===== config.mk =====
export PLATFORM = sky130hd
export DESIGN_NAME = ov7670_sccb_cfg
export DESIGN_NICKNAME = d
export VERILOG_FILES = /design/src/rtl/ov7670_sccb_cfg.sv
export SDC_FILE = /design/constraint.sdc
export NUM_CORES = 1
export LEC_CHECK = 0
export BUFFER_PORTS_ARGS = -buffer_cell sky130_fd_sc_hd__clkbuf_2
export CAP_MARGIN = 30
export CORE_AREA = 2 2 80 82
export DETAILED_ROUTE_END_ITERATION = 6
export DIE_AREA = 0 0 82 84
export PLACE_DENSITY = 0.83
export SLEW_MARGIN = 0
export SYNTH_ARGS = -nofsm -noshare
export SYNTH_HDL_FRONTEND = slang
export SYNTH_SLANG_ARGS = --single-unit

===== constraint.sdc =====
create_clock -name clk -period 5.3 [get_ports clk]
set_input_delay 0 -clock clk [delete_from_list [all_inputs] [get_ports clk]]
set_output_delay 0 -clock clk [all_outputs]
set_load 0.05 [all_outputs]

===== src/rtl/ov7670_sccb_cfg.sv =====
// OV7670 configuration sequencer: after a power-up delay, walks the register LUT
// and issues one 3-phase SCCB write (ID, register, data) per entry on SIOC/SIOD.
module ov7670_sccb_cfg #(
  parameter int unsigned CLK_FREQ_HZ    = 25_000_000,
  parameter int unsigned SCCB_FREQ_HZ   = 100_000,
  parameter logic [7:0]  DEV_ADDR       = 8'h42,
  parameter int unsigned START_INDEX    = 2,
  parameter int unsigned LAST_INDEX     = 166,
  parameter int unsigned STARTUP_CYCLES = 1_000_000
) (
  input  logic        clk,
  input  logic        rst,
  input  logic        start,
  output logic [7:0]  lut_index,
  input  logic [15:0] lut_data,
  output logic        sioc,
  output logic        siod_out,
  output logic        siod_oe,
  input  logic        siod_in,
  output logic        busy,
  output logic        done,
  output logic        nack_seen
);

  localparam int unsigned QTR_RAW  = CLK_FREQ_HZ / (4 * SCCB_FREQ_HZ);
  localparam int unsigned QTR      = (QTR_RAW < 1) ? 1 : QTR_RAW;
  localparam int unsigned QW       = (QTR > 1) ? $clog2(QTR) : 1;
  localparam int unsigned PWR_LAST = (STARTUP_CYCLES > 0) ? STARTUP_CYCLES - 1 : 0;
  localparam int unsigned PW       = (PWR_LAST > 0) ? $clog2(PWR_LAST + 1) : 1;

  localparam logic [2:0] S_WAIT_PWR = 3'd0;
  localparam logic [2:0] S_LOAD     = 3'd1;
  localparam logic [2:0] S_START    = 3'd2;
  localparam logic [2:0] S_SEND     = 3'd3;
  localparam logic [2:0] S_STOP     = 3'd4;
  localparam logic [2:0] S_GAP      = 3'd5;
  localparam logic [2:0] S_NEXT     = 3'd6;
  localparam logic [2:0] S_DONE     = 3'd7;

  logic [2:0]    state;
  logic [PW-1:0] pwr_cnt;
  logic [QW-1:0] qcnt;
  logic [1:0]    quarter;
  logic [4:0]    bitcnt;
  logic [26:0]   shreg;
  logic          timed;
  logic          tick;
  logic          dc_bit;

  assign timed  = (state == S_START) || (state == S_SEND) ||
                  (state == S_STOP)  || (state == S_GAP);
  assign tick   = timed && (qcnt == QW'(QTR - 1));
  // The 9th slot of each phase is released so the camera may drive it.
  assign dc_bit = (bitcnt == 5'd18) || (bitcnt == 5'd9) || (bitcnt == 5'd0);

  always_ff @(posedge clk or posedge rst) begin
    if (rst) begin
      state     <= S_WAIT_PWR;
      pwr_cnt   <= '0;
      qcnt      <= '0;
      quarter   <= '0;
      bitcnt    <= '0;
      shreg     <= '1;
      lut_index <= 8'(START_INDEX);
      nack_seen <= 1'b0;
    end else begin
      qcnt <= (tick || !timed) ? '0 : qcnt + 1'b1;
      case (state)
        S_WAIT_PWR: begin
          if (pwr_cnt == PW'(PWR_LAST)) state <= S_LOAD;
          else pwr_cnt <= pwr_cnt + 1'b1;
        end
        S_LOAD: begin
          shreg   <= {DEV_ADDR, 1'b1, lut_data[15:8], 1'b1, lut_data[7:0], 1'b1};
          quarter <= '0;
          state   <= S_START;
        end
        S_START: begin
          if (tick) begin
            if (quarter == 2'd1) begin
              quarter <= '0;
              bitcnt  <= 5'd26;
              state   <= S_SEND;
            end else begin
              quarter <= quarter + 1'b1;
            end
          end
        end
        S_SEND: begin
          if (tick) begin
            quarter <= quarter + 1'b1;
            if (quarter == 2'd2 && dc_bit && siod_in) nack_seen <= 1'b1;
            if (quarter == 2'd3) begin
              if (bitcnt == 5'd0) begin
                state <= S_STOP;
              end else begin
                bitcnt <= bitcnt - 1'b1;
                shreg  <= {shreg[25:0], 1'b1};
              end
            end
          end
        end
        S_STOP: begin
          if (tick) begin
            if (quarter == 2'd2) begin
              quarter <= '0;
              state   <= S_GAP;
            end else begin
              quarter <= quarter + 1'b1;
            end
          end
        end
        S_GAP: begin
          if (tick) begin
            quarter <= quarter + 1'b1;
            if (quarter == 2'd3) state <= S_NEXT;
          end
        end
        S_NEXT: begin
          if (lut_index == 8'(LAST_INDEX)) begin
            state <= S_DONE;
          end else begin
            lut_index <= lut_index + 1'b1;
            state     <= S_LOAD;
          end
        end
        S_DONE: begin
          if (start) begin
            lut_index <= 8'(START_INDEX);
            nack_seen <= 1'b0;
            state     <= S_LOAD;
          end
        end
        default: state <= S_WAIT_PWR;
      endcase
    end
  end

  always_comb begin
    sioc     = 1'b1;
    siod_out = 1'b1;
    siod_oe  = 1'b0;
    case (state)
      S_START: begin
        siod_oe  = 1'b1;
        siod_out = (quarter == 2'd0);
      end
      S_SEND: begin
        sioc     = quarter[1];
        siod_oe  = !dc_bit;
        siod_out = dc_bit | shreg[26];
      end
      S_STOP: begin
        sioc     = (quarter != 2'd0);
        siod_oe  = 1'b1;
        siod_out = (quarter == 2'd2);
      end
      default: ;
    endcase
  end

  assign busy = (state != S_DONE);
  assign done = (state == S_DONE);

endmodule


# --- After elaboration in Yosys (flattened, before gate mapping) ---
# Index checks and enable logic that the tools add are counted.
word_totals:
  mem_bits_ro: 0
  register_bits: 72
  latch_bits: 0
  mem_count: 0
  ram_bits: 0
classes:
  n_mul: 0
  n_addsub: 5
  eq_ne: 31
  bitwise_logic: 2
  n_mux: 40
  n_div: 0
  order_cmp: 0
  reduce_logical: 29
  shift: 0
ops:
  columns: ["cell", "count"]
  rows:
  - ["27-bit 2-to-1 mux", 3]
  - ["27-bit case mux with 2 select lines", 1]
  - ["3-bit 2-to-1 mux", 12]
  - ["5-bit 2-to-1 mux", 5]
  - ["3-bit case mux with 8 select lines", 1]
  - ["20-bit by 1-bit adder with 20-bit output (second input constant)", 1]
  - ["20-bit == test (second input constant)", 1]
  - ["8-bit 2-to-1 mux", 2]
  - ["2-bit != test (second input constant)", 8]
  - ["8-bit case mux with 2 select lines", 1]
  - ["2-bit by 1-bit != test with 1-bit output (second input constant)", 7]
  - ["3-bit == test (second input constant)", 4]
  - ["4-bit AND reduction", 3]
  - ["11-bit AND reduction", 1]
  - ["2-bit 2-to-1 mux", 5]
  - ["5-bit case mux with 2 select lines", 1]
  - ["2-bit nonzero test", 5]
  - ["8-bit by 1-bit adder with 8-bit output (second input constant)", 1]
  - ["8-bit == test (second input constant)", 1]
  - ["2-bit case mux with 4 select lines", 1]
  - ["6-bit by 1-bit adder with 6-bit output (second input constant)", 1]
  - ["3-bit by 2-bit == test with 1-bit output (second input constant)", 2]
  - ["6-bit == test (second input constant)", 1]
  - ["1-bit logical OR", 6]
  - ["other kinds (24)", 33]

# --- Longest topological paths before layout ---
# Gate-level depths: netlist of run 1.
logic_depth:
  depth_word: 8
  ltp_mapped: 8

# --- Worst setup path after synthesis of run 1 ---
# Ideal clock, no wire load.
synth_timing:
  path_type: "register to register"
  startpoint: "reg state[0]"
  endpoint: "reg lut_index[2]"
  required_time_ps: 5173
  synth_period_minus_slack_ps: 2415
  setup_slack_ps: 2885
  stages_incl_launch_ff: 8
  arrival_time_ps: 2288
  n_path_buf: 3
  setup_ps: 127
  cell_sequence: "dfrtp_1 > clkbuf_1 > clkbuf_1 > nand3_1 > inv_1 > and2_1 > clkbuf_1 > nor2_1"
synth_between:
  elab_chain_len: 3
  word_cells_on_any_way: 7
  cone_classes: "eq/ne (4); mux (1); reduce/logical (2)"
synth_rtl:
  columns: ["element", "line", "text"]
  rows:
  - ["start: declaration", "40", "logic [2:0] state;"]
  - ["start signal: assignment", "58", "state <= S_WAIT_PWR;"]
  - ["start signal: assignment", "70", "if (pwr_cnt == PW'(PWR_LAST)) state <= S_LOAD;"]
  - ["start signal: assignment", "76", "state <= S_START;"]
  - ["3-bit == test *", null, null]
  - ["net done", "21", "output logic done,"]
  - ["2-bit != test (no source line) / 2-bit nonzero test (equally long branches)", null, null]
  - ["3-bit AND reduction (no source line)", null, null]
  - ["end signal: assignment", "64", "lut_index <= 8'(START_INDEX);"]
  - ["end signal: assignment", "123", "lut_index <= lut_index + 1'b1;"]
  - ["end signal: assignment", "129", "lut_index <= 8'(START_INDEX);"]
  - ["end: declaration", "14", "output logic [7:0] lut_index,"]
# The timed path passes the listed nets; every way through them passes the cells marked *.
# A chain may end at the register's enable or synchronous reset.

# --- Worst setup path in the final report of run 1 ---
layout_timing:
  startpoint: "reg state[1]"
  endpoint: "out siod_out"
layout_between:
  elab_chain_len: 2
  word_cells_on_any_way: 4
  cone_classes: "eq/ne (3); mux (1)"
layout_rtl:
  columns: ["element", "line", "text"]
  rows:
  - ["3-bit == test / 3-bit by 2-bit == test with 1-bit output (equally long branches)", "143", "case (state)"]
  - ["1-bit case mux with 3 select lines *", "143", null]
  - ["end: declaration", "17", "output logic siod_out,"]
# Mark *: on every way between the ends. The rest lies on a longest branch, timed or not.

==> insert_results.sql, run 1 <==
INSERT INTO impl_metrics (metric_group, metric, value, unit) VALUES
('timing', 'layout_min_cycle_time', '2.752', 'ns'),
('grt', 'grt_pass1_wl', '13330', 'um'),
('placed_design', 'placed_cell_area', '4001', 'um^2'),
('detailed_routing', 'detail_route.vias_per_cell', '5.729', ''),
('run_status', 'status', 'complete, no violations', ''),
('yosys', 'yosys_synthesis_warning_count', '0', ''),
('timing', 'min_period_over_period', '51.93', '%'),
('pwr', 'vdd_drop_max', '0.1584', 'mV'),
('floorplanning', 'die_area', '6888', 'um^2'),
('min_path', 'hp-start', 'siod_in', ''),
('yosys', 'post_synth_and_or_nand_nor_area_fraction', '21.98', '%'),
('pwr', 'seq_power_share', '52.5', '%'),
('detailed_routing', 'via_count', '2956', ''),
('detailed_routing', 'routed_wire_length_per_instance', '15.36', 'um'),
('min_path', 'whs_path_depth', '4', ''),
('pwr', 'p_sw', '218.5', 'uW'),
('grt', 'grt_start_max_net_pins', '72', ''),
('grt', 'first_global_vias', '2920', ''),
('min_path', 'holdPathEnd', 'nack_seen$_DFFE_PP0P_', ''),
('timing', 'final-setup-viol-count', '0', ''),
('finish', 'most-common-layout-cells', '48 x nor2_1, 47 x nand2_1, 44 x dfrtp_1, 33 x clkbuf_2, 27 x dfstp_2', ''),
('clocking', 'clkSlewWorstSetupHoldPaths', '0.08', 'ns'),
('finish', 'nNetsFinal', '470', ''),
('pwr', 'power_frac_comb', '3.0', '%'),
('clocking', 'cts-buffers-inserted', '9', ''),
('clocking', 'postCtsResizedCells', '0', ''),
('finish', 'layout.core_utilization', '71.90', '%'),
('run', 'max-cap-violations', '0', ''),
('worst_setup_path', 'r2r_setup_slack', '2.85', 'ns'),
('yosys', 'synth_edf_count', '0', ''),
('detailed_routing', 'drt_first_pass_iters', '4', ''),
('clocking', 'cts.root.buffer_cell', 'clkbuf_8', ''),
('floorplanning', 'die-width', '82', 'um'),
('yosys', 'yosys.area_share.xor_xnor', '6.984', '%'),
('worst_setup_path', 'critical_path_class', 'reg -> out', ''),
('placed_design', 'placement.io_buffers', '33', ''),
('detailed_routing', 'routed_wirelength', '7928', 'um'),
('pwr', 'power.density', '235.8', 'nW/um^2'),
('placed_design', 'dpl.cell_count', '483', ''),
('worst_setup_path', 'top_fanout_value_on_the_critical_path', '22', ''),
('grt', 'grtUsageTotal', '25.20', '%'),
('detailed_routing', 'drt_first_iter_violations', '226', ''),
('finish', 'leading_cell_type_in_the_layout_fill_and_taps_excluded', 'nor2_1', ''),
('timing', 'final.setup.worst_slack', '2.548', 'ns'),
('yosys', 'mappedNetlistArea', '3762', 'um^2'),
('yosys', 'post_synthesis_cell_type_count', '53', ''),
('floorplanning', 'ios', '34', ''),
('yosys', 'synth-main-ff-cell', 'dfrtp_1', ''),
('pwr', 'power_leakage', '0.001911', 'uW'),
('detailed_routing', 'post-route-drc-count', '0', ''),
('yosys', 'syn-instance-count', '388', ''),
('floorplanning', 'floorplan.die.height', '84', 'um'),
('pwr', 'share_of_total_power_in_the_clock_network', '44.5', '%'),
('worst_setup_path', 'worstPathArrival', '2.75', 'ns'),
('yosys', 'mappedNetlistNets', '424', ''),
('worst_setup_path', 'cp_data_required_time', '5.30', 'ns'),
('pwr', 'sw_frac_of_total', '21.15', '%'),
('grt', 'initial_antenna_violation_count', '0', ''),
('timing', 'setup_tns', '0', 'ns'),
('detailed_routing', 'ant_nets', '0', ''),
('worst_setup_path', 'worst_r2r_endpoint', 'shreg[8]$_DFFE_PP1P_', ''),
('floorplanning', 'coreArea', '6096', 'um^2'),
('placed_design', 'detailed_placer_s_ending_hpwl', '4910', 'um'),
('clocking', 'htreeDepth', '3', ''),
('finish', 'layout-area-overhead-vs-synth', '16.49', '%'),
('placed_design', 'place_congestion', '0.8535', ''),
('worst_setup_path', 'critical_path_start', 'state[1]$_DFFE_PP0P_', ''),
('floorplanning', 'initial_core_util', '61.72', '%'),
('yosys', 'synth_top_family_by_area', 'simple AND/OR/NAND/NOR gates', ''),
('yosys', 'synth_compound_area_share', '11.31', '%'),
('yosys', 'synth_adder_area_share', '5.321', '%');
-- routing by layer --
| metal | up-vias | wire [um] | GRT usage, % | part of all wire (%) |
|---|---|---|---|---|
| li1 | 1432 | - | - | - |
| met1 | 1442 | 3447 | 33.50 | 43 |
| met2 | 65 | 4009 | 39.10 | 51 |
| met3 | 17 | 304 | 4.978 | 3.8 |
| met4 | 0 | 167 | 12.12 | 2.1 |
| met5 | - | 0 | 0 | 0 |
-- power groups by stage --
stage | logic (uW) | registers [uW] | clock network (uW)
floorplan | 10.0 | 552 | 0
global placement | 21.0 | 552 | 0
detailed placement | 21.3 | 552 | 0
CTS | 31.2 | 543 | 466
global route | 35.0 | 542 | 490
finish | 31.1 | 543 | 460
-- layout make-up --
type                    instances  area [um^2]
clock buffers                  14        172.7
clock inverters                 2        38.79
fillers                       463         1713
inverters                      17        63.81
multi-input cells             282         1803
flip-flops and latches         71         1810
well taps                      77        96.34
repair buffers                 53        397.9
-- stage by stage --
step           power (uW)  hold slack [ns]
6_report             1033          0.09376
5_1_grt              1067           0.1129
4_1_cts              1040          0.07567
3_5_place_dp        573.5           0.2084
3_3_place_gp        573.2           0.2061
2_1_floorplan       562.2           0.1161
-- state kept, by name (all words and copies together) (netlist names) --
| register | count |
|---|---|
| bitcnt | 5 |
| lut_index | 8 |
| nack_seen | 1 |
| pwr_cnt | 20 |
| qcnt | 6 |
| quarter | 2 |
| shreg | 26 |
| state | 3 |
-- kinds of logic (layout without fill, tap and decap cells) --
| group | Yosys count | after routing |
|---|---|---|
| compound gates | 59 | 59 |
| xor+xnor | 30 | 30 |
| fa+ha+maj | 16 | 16 |
| buf+inv | 35 | 86 |
| flops | 71 | 71 |
| mux | 8 | 8 |
| simple gates | 169 | 169 |
-- worst max-delay path by stage --
stage | end | slack [ns] | cells past startpoint
4_1_cts | siod_out | 2.57 | 5
5_1_grt | siod_out | 2.37 | 5
3_3_place_gp | shreg[1]$_DFFE_PP1P_ | 2.74 | 6
3_5_place_dp | shreg[10]$_DFFE_PP1P_ | 2.92 | 8
6_report | siod_out | 2.55 | 5
2_1_floorplan | lut_index[2]$_DFFE_PP0P_ | 2.89 | 7
-- critical path, stage by stage, from the launching register on --
cell	delay, ns
dfrtp_1	0.72
nor2b_1	0.39
nand2_1	0.57
nor3_1	0.35
a21oi_1	0.09
clkbuf_2	0.26
-- cell usage after synthesis, types with 6 or more instances --
cell type	count	share of area, %
nor2_1	49	4.9
nand2_1	47	4.7
dfrtp_1	44	29
dfstp_2	27	19
a31oi_1	22	3.7
nand3_1	21	2.8
inv_1	17	1.7
xnor2_1	17	4.0
ha_1	16	5.3
xor2_1	13	3.0
nand4_1	10	1.7
o21ai_0	9	1.2
a21oi_1	7	0.93
and3_1	7	1.2
buf_2	7	0.93
clkbuf_1	7	0.70
and4_1	6	1.4
nor3_1	6	0.80
-- what timing repair did --
action | CTS | global route
hold endpoints to repair | 60 | 0
setup endpoints to repair | 0 | 0
hold buffers | 17 | 0
(Power assumes the default switching activity.)
==> run 2, diff against run 1 <==
--- a/config.mk
+++ b/config.mk
@@ -5,12 +5,13 @@
 export SDC_FILE = /design/constraint.sdc
 export NUM_CORES = 1
 export LEC_CHECK = 0
+export ABC_AREA = 1
 export BUFFER_PORTS_ARGS = -buffer_cell sky130_fd_sc_hd__clkbuf_2
 export CAP_MARGIN = 30
-export CORE_AREA = 2 2 80 82
+export CORE_AREA = 2 2 93 95
 export DETAILED_ROUTE_END_ITERATION = 6
-export DIE_AREA = 0 0 82 84
-export PLACE_DENSITY = 0.83
+export DIE_AREA = 0 0 95 97
+export PLACE_DENSITY = 0.75
 export SLEW_MARGIN = 0
 export SYNTH_ARGS = -nofsm -noshare
 export SYNTH_HDL_FRONTEND = slang
==> constraint.sdc (replaced) <==
create_clock -name clk -period 2.4 [get_ports clk]
set_input_delay 0 -clock clk [delete_from_list [all_inputs] [get_ports clk]]
set_output_delay 0 -clock clk [all_outputs]
set_load 0.05 [all_outputs]
==> insert_results.sql, run 2 <==
INSERT INTO impl_metrics (metric_group, metric, value, unit) VALUES
('clocking', 'cts-buffers-inserted', '9', ''),
('grt', 'first_global_vias', '3471', ''),
('worst_setup_path', 'endpoint_kind', 'primary output', ''),
('timing', 'max_freq', '0.4716', 'GHz'),
('floorplanning', 'coreArea', '8134', 'um^2'),
('worst_setup_path', 'timing.rr.start', 'state[2]$_DFFE_PP0P_', ''),
('yosys', 'synth-main-ff-cell', 'dfrtp_1', ''),
('yosys', 'ys_top_cells_by_count', '176 x nand2_1, 61 x nor2_1, 44 x dfrtp_1', ''),
('worst_setup_path', 'worst_setup_path_start_kind', 'flip-flop', ''),
('timing', 'fin_hold_ws', '0.05484', 'ns'),
('timing', 'maxSlewHeadroom', '57.41', '%'),
('grt', 'initial_antenna_violation_count', '0', ''),
('placed_design', 'detailed_placer_s_ending_hpwl', '6075', 'um'),
('yosys', 'netlist_top_cells_area', 'dfrtp_1 25%, dfstp_2 16%, nand2_1 15%', ''),
('finish', 'leading_cell_type_in_the_layout_fill_and_taps_excluded', 'nand2_1', ''),
('worst_setup_path', 'worst_r2r_endpoint', 'quarter[0]$_DFFE_PP0P_', ''),
('timing', 'slew_violations', '0', ''),
('finish', 'most-common-layout-cells', '176 x nand2_1, 61 x nor2_1, 44 x dfrtp_1, 38 x inv_1, 33 x clkbuf_2', ''),
('timing', 'timing.final.hold_violations', '0', ''),
('clocking', 'tritoncts', 'built', ''),
('finish', 'number_of_flip_flops_under_the_largest_register_name', '26', ''),
('worst_setup_path', 'worstPathArrival', '2.12', 'ns'),
('yosys', 'mappedNetlistArea', '4378', 'um^2'),
('timing', 'grt_setup_unrepaired', 'no', ''),
('worst_setup_path', 'critPathMaxStageDelay', '0.62', 'ns'),
('timing', 'timing.clock.skew', '0.01350', 'ns'),
('yosys', 'synth_async_reset_ratio', '100.0', '%'),
('pwr', 'power_report.internal_total', '1603', 'uW'),
('detailed_routing', 'via_count', '3590', ''),
('worst_setup_path', 'top_fanout_value_on_the_critical_path', '12', ''),
('timing', 'min_period_over_period', '88.36', '%'),
('detailed_routing', 'routed_wire_length_per_instance', '12.30', 'um'),
('worst_setup_path', 'cp_data_required_time', '2.40', 'ns'),
('run_status', 'status', 'complete, no violations', ''),
('clocking', 'htreeDepth', '3', ''),
('grt', 'grt_start_max_net_pins', '35', ''),
('worst_setup_path', 'critical_path_class', 'reg -> out', ''),
('pwr', 'power.density', '429.4', 'nW/um^2'),
('placed_design', 'place_congestion', '0.9425', ''),
('finish', 'postLayoutCellArea', '4898', 'um^2'),
('yosys', 'yosys_register_bits', '71', ''),
('clocking', 'cts.root.buffer_cell', 'clkbuf_8', ''),
('floorplanning', 'die-width', '95', 'um'),
('pwr', 'seq_power_share', '57.0', '%'),
('worst_setup_path', 'critical_path.top_delay_family', 'flip-flops', ''),
('detailed_routing', 'post-route-drc-count', '0', ''),
('yosys', 'register_area_share_after_synthesis', '41.35', '%'),
('finish', 'final_cell_count_no_fill', '700', ''),
('yosys', 'mappedNetlistNets', '574', ''),
('clocking', 'cts_num_sinks', '71', ''),
('placed_design', 'placement.io_buffers', '33', ''),
('worst_setup_path', 'r2r_setup_slack', '0.49', 'ns'),
('worst_setup_path', 'worst-r2r-cell-count', '6', ''),
('worst_setup_path', 'critical_path_start', 'state[2]$_DFFE_PP0P_', ''),
('floorplanning', 'core.rowCount', '33', ''),
('timing', 'final-setup-viol-count', '0', ''),
('pwr', 'p_sw', '500.2', 'uW'),
('detailed_routing', 'drt_first_pass_iters', '5', ''),
('detailed_routing', 'drt_first_iter_violations', '105', ''),
('finish', 'layout-area-overhead-vs-synth', '11.89', '%'),
('finish', 'post_route_cells_drive_above_1_share', '21.01', '%'),
('floorplanning', 'floorplan.die.height', '97', 'um'),
('pwr', 'power_leakage', '0.002292', 'uW'),
('clocking', 'clkSlewWorstSetupHoldPaths', '0.08', 'ns'),
('timing', 'layout_min_cycle_time', '2.121', 'ns'),
('detailed_routing', 'detail_route.vias_per_cell', '5.129', ''),
('clocking', 'postCtsResizedCells', '0', ''),
('floorplanning', 'initial_core_util', '53.82', '%'),
('yosys', 'yosys.cell_count.top_type', 'nand2_1', ''),
('finish', 'largestRegisters', 'shreg (26), pwr_cnt (20), lut_index (8)', ''),
('worst_setup_path', 'worst_path_max_delay_cell', 'dfrtp_1', ''),
('worst_setup_path', 'worstPathCellList', 'inv_1 -> nand2_1 -> o21ai_0 -> inv_1 -> clkbuf_2', ''),
('min_path', 'holdCritPathClass', 'in -> reg', ''),
('pwr', 'share_of_total_power_in_the_clock_network', '39.5', '%'),
('yosys', 'yosys_synthesis_warning_count', '0', ''),
('yosys', 'syn_area_cell', '8.137', 'um^2'),
('worst_setup_path', 'endpoint', 'sioc', ''),
('finish', 'antenna_cells', '0', ''),
('finish', 'nNetsFinal', '626', ''),
('pwr', 'vdd_drop_max', '0.2572', 'mV'),
('yosys', 'post_synthesis_cell_type_count', '36', ''),
('worst_setup_path', 'cp.depth', '5', ''),
('finish', 'largest_register', 'shreg', ''),
('yosys', 'syn-instance-count', '538', ''),
('grt', 'grt.overflow.total', '0', ''),
('finish', 'num-fill-cells', '718', ''),
('worst_setup_path', 'critPathMostFrequentCell', 'inv_1', ''),
('clocking', 'buffer_depth_of_the_longest_clock_path', '2', ''),
('grt', 'grt_pass1_wl', '15170', 'um'),
('worst_setup_path', 'critical_path_buf_inv_count', '3', ''),
('timing', 'setup_tns', '0', 'ns'),
('floorplanning', 'ios', '34', ''),
('timing', 'worst_pin_slew', '0.6381', 'ns'),
('min_path', 'whs_path_depth', '5', ''),
('pwr', 'sw_frac_of_total', '23.78', '%'),
('clocking', 'clock_insertion_delay_worst_skew', '0.35', 'ns'),
('grt', 'grtUsageTotal', '20.38', '%'),
('detailed_routing', 'routed_wirelength', '8607', 'um'),
('pwr', 'power_frac_comb', '3.5', '%'),
('run', 'max-cap-violations', '0', ''),
('detailed_routing', 'ant_nets', '0', ''),
('yosys', 'proportion_of_netlist_area_held_by_the_largest_area_contributor', '25.15', '%'),
('yosys', 'netlist.top_cell.by_area', 'dfrtp_1', ''),
('yosys', 'synth_edf_count', '0', ''),
('floorplanning', 'die_area', '9215', 'um^2'),
('placed_design', 'placed_cell_area', '4571', 'um^2'),
('placed_design', 'dpl.cell_count', '667', '');
==> run 2: changes by cell type in the layout (fill, tap and decap cells not counted), sizes merged, moves of 6 or more <==
| cell | delta |
|---|---|
| nand2 | +132 |
| nor2 | +15 |
| inv | +24 |
| nand3 | +10 |
| xnor2 | -11 |
| a31oi | -22 |
| mux2i | +11 |
| and4 | -6 |
| o21ai | +42 |
| and3 | -6 |
==> run 2: logic make-up after synthesis <==
| kind of cell | Yosys count | share of synthesized area, % |
|---|---|---|
| multiplexers | 15 | 3.429 |
| XOR/XNOR | 21 | 4.201 |
| AND/OR/NAND/NOR | 299 | 29.72 |
| buffers and inverters | 56 | 7.288 |
| adder cells (fa/ha/maj) | 16 | 4.573 |
| AO/OA/AOI/OAI | 60 | 9.431 |
| flip-flops | 71 | 41.35 |
==> run 2: final cells by class <==
class	count	area, um^2	share of cell area, %
Clock buffer	11	131.4	2.682
Clock inverter	5	26.28	0.5364
Inverter	40	150.1	3.065
Multi-Input combinational cell	411	2248	45.90
Sequential cell	71	1810	36.96
Tap cell	105	131.4	2.682
Timing Repair Buffer	57	400.4	8.174
==> run 2: what timing repair did <==
action / 4_1_cts / 5_1_grt
endpoints found under the hold margin: 37 / 0
buffers inserted: 0 / 0
hold buffers: 17 / 0
==> run 2: routing by layer <==
layer / vias up / track usage [%] / routed length (um)
li1: 1820 / - / -
met1: 1690 / 27.04 / 4030
met2: 69 / 32.79 / 4129
met3: 11 / 3.115 / 301
met4: 0 / 8.807 / 146
met5: - / 0 / 0
==> run 2: per-stage QoR <==
| step | power, uW | setup slack [ns] | util (%) |
|---|---|---|---|
| 3_5_place_dp | 1274 | 0.5549 | 56.19 |
| 2_1_floorplan | 1247 | 0.6481 | - |
| 4_1_cts | 2121 | 0.2981 | 60.22 |
| 3_3_place_gp | 1272 | 0.5838 | 56.19 |
| 5_1_grt | 2194 | 0.1381 | 60.22 |
| 6_report | 2103 | 0.2794 | 60.22 |
==> run 2: power by group through the flow <==
stage | sequential [uW] | combinational, uW | clock [uW]
floorplan | 1220 | 27.3 | 0
CTS | 1200 | 75.7 | 847
finish | 1200 | 74.0 | 831
detailed placement | 1220 | 54.2 | 0
global route | 1200 | 84.1 | 912
global placement | 1220 | 52.7 | 0
==> run 2: worst min path at each step <==
stage                      startpoint                      end
final                         siod_in    nack_seen$_DFFE_PP0P_
after global routing          siod_in    nack_seen$_DFFE_PP0P_
after CTS                     siod_in    nack_seen$_DFFE_PP0P_
after detailed placement          rst  pwr_cnt[17]$_DFFE_PP0N_
after global placement            rst  pwr_cnt[18]$_DFFE_PP0N_
after floorplan           lut_data[0]     shreg[1]$_DFFE_PP1P_
==> run 2: worst register-to-register path, cell delays in order (launching register included) <==
cell     delay [ns]
dfrtp_1        0.62
inv_1          0.22
nand2_1        0.16
nand3_1        0.13
nand2_1        0.32
o21a_1         0.25
o21ai_0        0.09
